## config.mk

```make
export PLATFORM = sky130hd
export DESIGN_NAME = uart_tx_arbiter
export DESIGN_NICKNAME = d
export VERILOG_FILES = /design/src/rtl/uart_pkg.sv /design/src/rtl/uart_tx_arbiter_rr_pick.sv /design/src/rtl/uart_tx_arbiter.sv
export SDC_FILE = /design/constraint.sdc
export NUM_CORES = 1
export LEC_CHECK = 0
export CORE_ASPECT_RATIO = 0.75
export CORE_MARGIN = 2
export CORE_UTILIZATION = 45
export DETAILED_ROUTE_END_ITERATION = 16
export PLACE_DENSITY_LB_ADDON = 0.3
export REMOVE_ABC_BUFFERS = 1
export SLEW_MARGIN = 5
export SYNTH_ARGS = -nofsm -noshare
export SYNTH_HDL_FRONTEND = slang
export SYNTH_HIERARCHICAL = 1
export SYNTH_SLANG_ARGS = --single-unit
```

## constraint.sdc

```tcl
create_clock -name bclk_x8 -period 3 [get_ports bclk_x8]
set_input_delay 0.6 -clock bclk_x8 [delete_from_list [all_inputs] [get_ports bclk_x8]]
set_output_delay 0.6 -clock bclk_x8 [all_outputs]
set_load 0.01 [all_outputs]
```

## src/rtl/uart_pkg.sv

```systemverilog
// rtl/uart_pkg.sv - shared UART arbiter state encoding and timing constants
package uart_pkg;

   typedef enum logic [2:0] {
      ST_IDLE,
      ST_LAUNCH,
      ST_WAIT_START,
      ST_WAIT_END,
      ST_DONE
   } arb_state_t;

   localparam int DEFAULT_BAUD        = 115200;
   localparam int OVERSAMPLE          = 8;
   localparam int START_TIMEOUT_BITS  = 5;
   localparam int DEFAULT_TIMEOUT_CYC = OVERSAMPLE * START_TIMEOUT_BITS;

endpackage

```

## src/rtl/uart_tx_arbiter_rr_pick.sv

```systemverilog
// rtl/uart_tx_arbiter_rr_pick.sv - combinational round-robin priority encoder
module rr_pick #(
   parameter  int NUM_REQ = 4,
   localparam int IDX_W   = $clog2(NUM_REQ)
) (
   input  logic [NUM_REQ-1:0] i_req,
   input  logic [IDX_W-1:0]   i_last,
   output logic [IDX_W-1:0]   o_winner,
   output logic               o_valid
);

   logic [IDX_W-1:0] w_idx;

   always_comb begin
      o_winner = '0;
      o_valid  = 1'b0;
      w_idx    = '0;
      // Scan farthest-first so the index just after i_last has the final say.
      for (int k = NUM_REQ; k >= 1; k--) begin
         w_idx = IDX_W'((int'(i_last) + k) % NUM_REQ);
         if (i_req[w_idx]) begin
            o_winner = w_idx;
            o_valid  = 1'b1;
         end
      end
   end

endmodule

```

## src/rtl/uart_tx_arbiter.sv

```systemverilog
// rtl/uart_tx_arbiter.sv - round-robin sharing of one UART transmitter between byte producers
module uart_tx_arbiter
   import uart_pkg::*;
#(
   parameter int NUM_REQ     = 4,
   parameter int DATA_W      = 8,
   parameter int SYNC_STAGES = 2,
   parameter int TIMEOUT_CYC = DEFAULT_TIMEOUT_CYC
) (
   input  logic                      bclk_x8,
   input  logic                      rst,
   input  logic [NUM_REQ-1:0]        i_req,
   input  logic [NUM_REQ*DATA_W-1:0] i_req_data,
   output logic [NUM_REQ-1:0]        o_grant,
   output logic [NUM_REQ-1:0]        o_done,
   output logic                      o_tx_err,
   output logic                      o_tx_ready,
   output logic [DATA_W-1:0]         o_tx_byte,
   input  logic                      i_tx_status,
   output logic                      o_busy
);

   localparam int IDX_W = $clog2(NUM_REQ);
   localparam int CNT_W = $clog2(TIMEOUT_CYC);

   arb_state_t               r_state;
   logic [NUM_REQ-1:0]       r_grant;
   logic [NUM_REQ-1:0]       r_done;
   logic                     r_tx_err;
   logic                     r_tx_ready;
   logic [DATA_W-1:0]        r_tx_byte;
   logic                     r_busy;
   logic                     r_err;
   logic [IDX_W-1:0]         r_last;
   logic [CNT_W-1:0]         r_cnt;
   logic [SYNC_STAGES-1:0]   r_ts_sync;
   logic [SYNC_STAGES-1:0]   r_primed;

   logic                     w_ts_s;
   logic [IDX_W-1:0]         w_winner;
   logic                     w_valid;
   logic [NUM_REQ-1:0]       w_onehot;

   rr_pick #(.NUM_REQ(NUM_REQ)) u_rr_pick (
      .i_req    (i_req),
      .i_last   (r_last),
      .o_winner (w_winner),
      .o_valid  (w_valid)
   );

   assign w_ts_s   = r_ts_sync[SYNC_STAGES-1];
   assign w_onehot = NUM_REQ'(1) << w_winner;

   // r_primed fills alongside the chain, so granting waits until ts_s holds a real sample after reset.
   always_ff @(posedge bclk_x8 or posedge rst) begin
      if (rst) begin
         r_ts_sync <= '0;
         r_primed  <= '0;
      end else begin
         r_ts_sync <= {r_ts_sync[SYNC_STAGES-2:0], i_tx_status};
         r_primed  <= {r_primed[SYNC_STAGES-2:0], 1'b1};
      end
   end

   always_ff @(posedge bclk_x8 or posedge rst) begin
      if (rst) begin
         r_state    <= ST_IDLE;
         r_grant    <= '0;
         r_done     <= '0;
         r_tx_err   <= 1'b0;
         r_tx_ready <= 1'b0;
         r_tx_byte  <= '0;
         r_busy     <= 1'b0;
         r_err      <= 1'b0;
         r_last     <= IDX_W'(NUM_REQ - 1);
         r_cnt      <= '0;
      end else begin
         case (r_state)
            ST_IDLE: begin
               if (w_valid && !w_ts_s && r_primed[SYNC_STAGES-1]) begin
                  r_grant    <= w_onehot;
                  r_tx_byte  <= i_req_data[int'(w_winner)*DATA_W +: DATA_W];
                  r_tx_ready <= 1'b1;
                  r_busy     <= 1'b1;
                  r_last     <= w_winner;
                  r_state    <= ST_LAUNCH;
               end
            end
            ST_LAUNCH: begin
               r_cnt   <= '0;
               r_state <= ST_WAIT_START;
            end
            ST_WAIT_START: begin
               // Ready must fall once the frame starts, or it retriggers after the stop bit.
               if (w_ts_s) begin
                  r_tx_ready <= 1'b0;
                  r_state    <= ST_WAIT_END;
               end else if (r_cnt == CNT_W'(TIMEOUT_CYC - 1)) begin
                  r_tx_ready <= 1'b0;
                  r_err      <= 1'b1;
                  r_done     <= r_grant;
                  r_tx_err   <= 1'b1;
                  r_state    <= ST_DONE;
               end else begin
                  r_cnt <= r_cnt + 1'b1;
               end
            end
            ST_WAIT_END: begin
               if (!w_ts_s) begin
                  r_done   <= r_grant;
                  r_tx_err <= r_err;
                  r_state  <= ST_DONE;
               end
            end
            ST_DONE: begin
               r_done   <= '0;
               r_tx_err <= 1'b0;
               r_grant  <= '0;
               r_err    <= 1'b0;
               r_busy   <= 1'b0;
               r_state  <= ST_IDLE;
            end
            default: r_state <= ST_IDLE;
         endcase
      end
   end

   assign o_grant    = r_grant;
   assign o_done     = r_done;
   assign o_tx_err   = r_tx_err;
   assign o_tx_ready = r_tx_ready;
   assign o_tx_byte  = r_tx_byte;
   assign o_busy     = r_busy;

endmodule

```

# After elaboration in Yosys (flattened, before gate mapping)
# Cells that the tools add are included.
# totals
n_memories	0
ram_bits	0
output_inout_bits	19
reg_bits	35
latchBits	0
word_cells	90
input_bits	39
romBits	0
# classes
muxes	40
shifts	2
n_eq_ne	11
n_reduce_logical	16
n_addsub	5
div_mod_pow	0
magnitude_cmp	4
bitwise_logic	0
n_mul	0
# ops
operator	n
indexed part select 32 x 6 -> 8 bit	1
two-way mux 4 bit	4
two-way mux 1 bit	14
less-than comparator 2 x 3 -> 1 bit (second input constant)	4
two-way mux 3 bit	4
two-way mux 6 bit	2
one-hot mux 3 bit (4 select lines)	1
one-hot mux 4 bit (3 select lines)	1
one-hot mux 6 bit (2 select lines)	1
AND reduction 3 bit	4
inequality test 2 bit (second input constant)	5
binary-select mux 1 bit (select 2 bit)	4
two-way mux 2 bit	4
one-hot mux 4 bit (2 select lines)	1
nonzero test 2 bit	4
adder 6 x 1 -> 6 bit (second input constant)	1
equality test 3 x 2 -> 1 bit (second input constant)	2
equality test 6 bit (second input constant)	1
one-hot mux 1 bit (2 select lines)	3
adder 2 x 1 -> 2 bit (second input constant)	2
adder 2 bit (second input constant)	2
AND reduction 2 bit	2
AND reduction 4 bit	1
left shift 1 x 2 -> 4 bit (first input constant)	1
other kinds (8)	9

# Depth between registers and ports, before layout
# Gate-level depths: netlist (run 1).
# logic_depth
depth_word	11
depth_mapped	6
depth_no_buf	5

# By module
# The synthesis (run 1) kept the hierarchy.
# modules_own_cells
module	area_each_um2	instances	seq_area_each_um2	cells_per_inst
uart_tx_arbiter	1660.3	1	878.3	136
rr_pick	91.3	1	0.0	14

# Worst setup path after synthesis (run 1)
# Ideal clock, no wire load.
# synth_timing
path_type	input-to-reg
from	in i_req[2]
to	reg r_tx_byte[0] (netlist: o_tx_byte[0])
t_required_ns	2.875
arrival_ns	2.166
path_buffers	1
slack_ns	0.709
path_stages	6
setup_ns	0.125
cell_sequence	and2b_1 a21oi_2 o221ai_2 buf_2 mux4_2 mux2_2
# synth_between
word_cells_on_any_way	20
classes_between	1 x shift; 16 x mux; 3 x reduce/logical
# synth_lines
element	line_no	source
start: declaration	uart_tx_arbiter.sv:12	input logic [NUM_REQ-1:0] i_req,
binary-select mux 1 bit (select 2 bit)	uart_tx_arbiter_rr_pick.sv:21	if (i_req[w_idx]) begin
two-way mux 1 bit (implied by the code)	uart_tx_arbiter_rr_pick.sv:21	
two-way mux 2 bit (3 in a row)	uart_tx_arbiter_rr_pick.sv:21	
two-way mux 2 bit (*)	uart_tx_arbiter_rr_pick.sv:21	
net w_winner[0]	uart_tx_arbiter.sv:40	logic [IDX_W-1:0] w_winner;
indexed part select 32 x 6 -> 8 bit (*)	uart_tx_arbiter.sv:82	r_tx_byte <= i_req_data[int'(w_winner)*DATA_W +: DATA_W];
end signal: assignment	uart_tx_arbiter.sv:82	
end: declaration	uart_tx_arbiter.sv:31	logic [DATA_W-1:0] r_tx_byte;
# Mark *: on every way through the listed nets, which the timed path passes. The rest lies on a longest branch. The select of a mux whose other input is x is not followed.
# A chain may end at the register's enable or synchronous reset.

# Final worst setup path (run 1)
# layout_timing
from	in i_req[3]
to	reg r_tx_byte[6] (netlist: o_tx_byte[6])
# The elaborated chain is that of the path after synthesis.

==> results of run 1 <==
[per-layer routing]
layer	global-route usage, %	part of all wire [%]	up-vias
li1	-	-	673
met1	24.6	43	695
met3	5.92	4.9	5
met4	6.23	0.73	0
met5	0	0	-
met2	32.4	51	37
[stage by stage]
stage	hold WS, ns	instances	utilization, %	worst slack [ns]	power [µW]
after CTS	0.350	265	67.0	0.587	2000
after global routing	0.353	265	67.0	0.491	2130
after floorplan	0.331	144	-	0.649	1260
final	0.349	265	67.0	0.604	1980
after detailed placement	0.335	257	64.7	0.292	1670
after global placement	0.333	257	64.7	0.382	1620
[power by group through the flow]
stage / registers (µW) / clock network [µW] / logic [µW]
3_5_place_dp: 795 / 0 / 875
2_1_floorplan: 818 / 0 / 440
3_3_place_gp: 779 / 0 / 845
5_1_grt: 815 / 361 / 951
6_report: 787 / 326 / 869
4_1_cts: 787 / 334 / 879
[registers in the layout, indices dropped and copies added, names as in the netlist]
signal	count
r_last	2
r_primed	2
r_err	1
o_grant	4
o_tx_byte	8
r_state	3
o_done	4
o_tx_ready	1
r_ts_sync	2
r_cnt	6
o_tx_err	1
o_busy	1
[critical path, stage by stage]
cell and delay (ns):
clkdlybuf4s50_1 0.52, and2b_1 0.17, a21oi_2 0.05, o221ai_2 0.17, buf_4 0.26, mux4_2 0.52
mux2_2 0.27
[final timing paths]
path                       cells past startpoint  slack [ns]                    from                  endpoint
max reg2reg                                    6        0.88   r_last[1]$_DFFE_PP1P_  o_tx_byte[6]$_DFFE_PP0P_
min reg2reg                                    0        0.35  r_ts_sync[0]$_DFF_PP0_    r_ts_sync[1]$_DFF_PP0_
min in group asynchronous                      3        0.72                     rst    o_grant[3]$_DFFE_PP0P_
min                                            0        0.35  r_ts_sync[0]$_DFF_PP0_    r_ts_sync[1]$_DFF_PP0_
max in group asynchronous                      3        1.94                     rst     r_last[1]$_DFFE_PP1P_
max                                            7        0.60                i_req[3]  o_tx_byte[6]$_DFFE_PP0P_
[cells in the mapped netlist (2+ instances only)]
master,count
buf_2,3
nor3_1,2
dfstp_2,2
nand2b_1,6
a31oi_1,3
o21ai_0,10
inv_1,4
clkbuf_1,2
a21o_1,2
nor2_1,7
nand3_1,12
dfrtp_1,33
mux4_2,8
nand2_1,13
mux2_2,10
a21oi_1,8
[logic make-up (layout without fill, tap and decap cells)]
kind of cell,Yosys count,after routing
compound gates,33,33
xor+xnor,1,1
fa+ha+maj,1,1
buf+inv,10,73
flops,35,35
mux,19,19
other cells,1,1
simple gates,50,50
[layout make-up]
| class | count | area (µm²) | area share [%] |
|---|---|---|---|
| tap | 52 | 65.1 | 2.64 |
| multi-input combinational | 105 | 825 | 33.4 |
| clock inverter | 2 | 12.5 | 0.507 |
| clock buffer | 6 | 72.6 | 2.94 |
| inverter | 4 | 15.0 | 0.608 |
| sequential | 35 | 878 | 35.6 |
| timing repair buffer | 61 | 601 | 24.3 |
==> metrics, run 1 <==
status finished, final reports clean; CTS sink count 35; skew final 0.00998 ns; DR WL/cell 14.5 µm; Area growth syn-to-layout 40.9%; Num CTS Buffers 5; Lkg Pwr 0.00103 µW; io pins 58; average size of a mapped cell 11.7 µm²; Synth top area share 47.1%; Worst-Skew Late Latency 0.28 ns; Final Wtd Congestion 0.824; post-synthesis compound-gate area fraction 12.8%; H-tree level count 2; core area 3680 µm²; switching share of total power 33.7%; Setup-failing EPs final 0; P per Cell Area 803 nW/µm²; Synth Cell Area 1750 µm²; Max Cap Violations 0; worst path required time 3.16 ns; most frequent cells in the layout clkdlybuf4s50_1, dfrtp_1, nand2_1, nand3_1; largest family of logic cells by synthesized area multiplexers; setup_tns 0 ns; Die Ht 58.0 µm; Total Routed Length 3.85 mm; Die Width 76.0 µm; Initial Util 47.5%; All-Layer GR Usage 19.3%; crit path max fanout 13; Filler cells 293; hold_buf cts 0; share of layout cells above drive strength 1 18.3%; Yosys warning total 6; top cells by area, synth dfrtp_1, mux4_2, mux2_2, nand3_1, dfstp_2; Ant. Diodes 0; #FFs+latches synth 35; PortBufs 57; initial antenna violation count 0; Pins Over Slew Limit 0; power share of the clock group 16.4%; Final ANT Viol Nets 0; vias per inst 5.32; sequential share of the synthesized area 50.1%; number of iterations in the first detailed-routing pass 4; Psw 668 µW; critical path class input pin to flop; post-CTS setup buffers 0; mux cell area share after synthesis 17.3%; CTS tree built; startpoint types input pin; vias 1410; RSZ-0062 raised after global routing false; number of global-route vias before repair 1464; post-layout net count 252; DIE AREA 4410 µm²; Post-synth EDFFs 0; largest net degree at the start of global routing 36; post-synth top area cell dfrtp_1; Pint 1310 µW; clock buffer depth 2; Synth Instances 150; DRC 0; Arr. time, crit path 2.56 ns; worst hold path type flop to flop; XOR/XNOR Fraction of Synth Area 0.500%; post-route design area 2470 µm²; Synth async-reset ratio 100%; leading cell type in the layout, fill and taps excluded clkdlybuf4s50_1; fmax 417 MHz; grt ovf 0; Post-Synth Adder-Cell Area 0.714%; simple-gate share of the synthesized area 15.6%; first-pass GRT wire length 6.68 mm; Yosys cell types 41; Area after DPL 2380 µm²; VDD IR max 0.421 mV; power share of the combinational group 43.8%; Final Critical Period 2.40 ns; CTS Root Cell clkbuf_8; fin crit share 79.9%; sequential power share 39.7%; Worst-path clk slew 0.07 ns; DPL Wire Length 2.93 mm; CP Capture Type flop; Fin. Hold Viols 0; num rows 19; Resize count post-CTS 0; ys flop type dfrtp_1; 1st-iter DRT viols 113
(Power assumes the default switching activity.)
==> run 2: changes to the inputs <==
==> constraint.sdc (replaced) <==
create_clock -name bclk_x8 -period 2.35 [get_ports bclk_x8]
set_input_delay 0.47 -clock bclk_x8 [delete_from_list [all_inputs] [get_ports bclk_x8]]
set_output_delay 0.47 -clock bclk_x8 [all_outputs]
set_load 0.01 [all_outputs]
==> run 2 against run 1 <==
Count of clock-buffer cells in the layout is 1 lower. Global-route usage is 0.55 points higher. Critical path depth stayed put. Hold slack better by 0.0011 ns. Setup slack worse by 0.48 ns. Non-clock buffer count is 3 higher. Sequential share of layout area is 1.1 points lower. Highest routed layer unchanged.
==> metrics, run 2 (synthesized netlist as in run 1, its figures left out) <==
total power 2690 µW (+36%); skew final 0.0120 ns (+0.00201 ns); Final Critical Period 2.22 ns; vias 1445 (+2.5%); worst path required time 2.52 ns (-0.64 ns); post-layout net count 255 (+1.2%); num rows 19 (unchanged); met1 usage 26.1% (+1.5 points); H-tree level count 2 (unchanged); Die Width 76.0 µm (unchanged); hold_buf cts 0 (unchanged); vias per inst 5.39 (+1.3%); Total Routed Length 4.00 mm (+3.7%); most frequent cells in the layout clkdlybuf4s50_1, dfrtp_1, nand2_1, nand3_1; P per Cell Area 1060 nW/µm² (+32%); post-CTS setup buffers 0 (unchanged); Setup-failing EPs final 0 (unchanged); Initial Util 47.5% (unchanged); DIE AREA 4410 µm² (unchanged); CTS tree built; Resize count post-CTS 0 (unchanged); worst hold path type flop to flop; DPL Wire Length 3.08 mm (+5.3%); critical path class input pin to flop; Worst-Skew Late Latency 0.29 ns (about the same); Final Wtd Congestion 0.868 (+5.4%); Lkg Pwr 0.00107 µW (+4.1%); Area growth syn-to-layout 45.2%; CTS sink count 35 (unchanged); fmax 450 MHz; status finished, final reports clean; RSZ-0062 raised after global routing false; core area 3680 µm² (unchanged); GR Util met3 5.45% (-0.47 points); DRC 0 (unchanged); Ant. Diodes 0 (unchanged); startpoint types input pin; PortBufs 57 (unchanged); clock buffer depth 2 (unchanged); Fin. Hold Viols 0 (unchanged); setup_tns 0 ns (unchanged); 1st-iter DRT viols 183 (+62%); All-Layer GR Usage 19.8% (+0.55 points); Pins Over Slew Limit 0 (unchanged); share of layout cells above drive strength 1 19.9% (+1.6 points); crit path max fanout 13 (unchanged); DR WL/cell 14.9 µm (+2.5%); Worst Max-Slew Pin Slew 0.509 ns; Rel. slew slack 65.8%; Post-Place Cells 260 (+1.2%); Max Cap Violations 0 (unchanged); final cell count without fillers 268 (+1.1%); io pins 58 (unchanged); VDD IR max 0.505 mV (+20%); CTS Root Cell clkbuf_8; first-pass GRT wire length 6.82 mm (+2.1%); fin crit share 94.6%; number of global-route vias before repair 1458 (-0.41%); final core occ 69.0% (+2.0 points); largest net degree at the start of global routing 20 (-44%); Arr. time, crit path 2.39 ns (-0.17 ns); Num CTS Buffers 5 (unchanged); initial antenna violation count 0 (unchanged); number of iterations in the first detailed-routing pass 4 (unchanged); Final ANT Viol Nets 0 (unchanged); leading cell type in the layout, fill and taps excluded clkdlybuf4s50_1; GRT busiest layer met2; CP Capture Type flop; Filler cells 281 (-4.1%); grt ovf 0 (unchanged); grt met2 use 33.4% (+1.0 points); Worst-path clk slew 0.07 ns (about the same); Die Ht 58.0 µm (unchanged); max reg flops 8 (unchanged)
run 2: worst max-delay path, stage by stage:
cell and delay (ns):
clkdlybuf4s50_1 0.44, and2b_1 0.25, a21oi_2 0.05, o221ai_2 0.21, buf_12 0.18, mux4_2 0.51
mux2_2 0.27
run 2: power breakdown:
| group | switching [µW] | internal, µW |
|---|---|---|
| Sequential | 180 | 826 |
| Clock | 223 | 316 |
| Combinational | 471 | 672 |
run 2: path summary, 6_finish.rpt:
check	from	endpoint	slack, ns	cells after the start
hold reg to reg	r_ts_sync[0]$_DFF_PP0_	r_ts_sync[1]$_DFF_PP0_	0.35	0
hold / removal	r_ts_sync[0]$_DFF_PP0_	r_ts_sync[1]$_DFF_PP0_	0.35	0
setup / recovery	i_req[2]	o_tx_byte[2]$_DFFE_PP0P_	0.13	7
min in group asynchronous	rst	o_tx_byte[3]$_DFFE_PP0P_	0.47	2
setup reg to reg	r_last[1]$_DFFE_PP1P_	o_tx_byte[2]$_DFFE_PP0P_	0.27	6
max in group asynchronous	rst	r_last[1]$_DFFE_PP1P_	1.30	3
run 2: layer usage:
metal	wire length [µm]	share of wire [%]	vias to the layer above
met5	0	0	-
met4	31	0.78	0
met3	172	4.3	4
met2	2040	51	42
met1	1750	44	715
li1	-	-	684
run 2: layout make-up:
class,instances,area (µm²),area share (%)
sequential,35,878,34.5
multi-input combinational,105,825,32.4
clock buffer,5,68.8,2.71
inverter,4,15.0,0.590
tap,52,65.1,2.56
timing repair buffer,64,648,25.5
clock inverter,3,43.8,1.72
run 2: per-stage QoR:
step	area, µm²	setup WS, ns	hold WS [ns]
floorplan	1720	0.110	0.331
global placement	2430	-0.0820	0.333
detailed placement	2430	-0.172	0.336
CTS	2540	0.138	0.351
global route	2540	0.0683	0.360
finish	2540	0.126	0.350
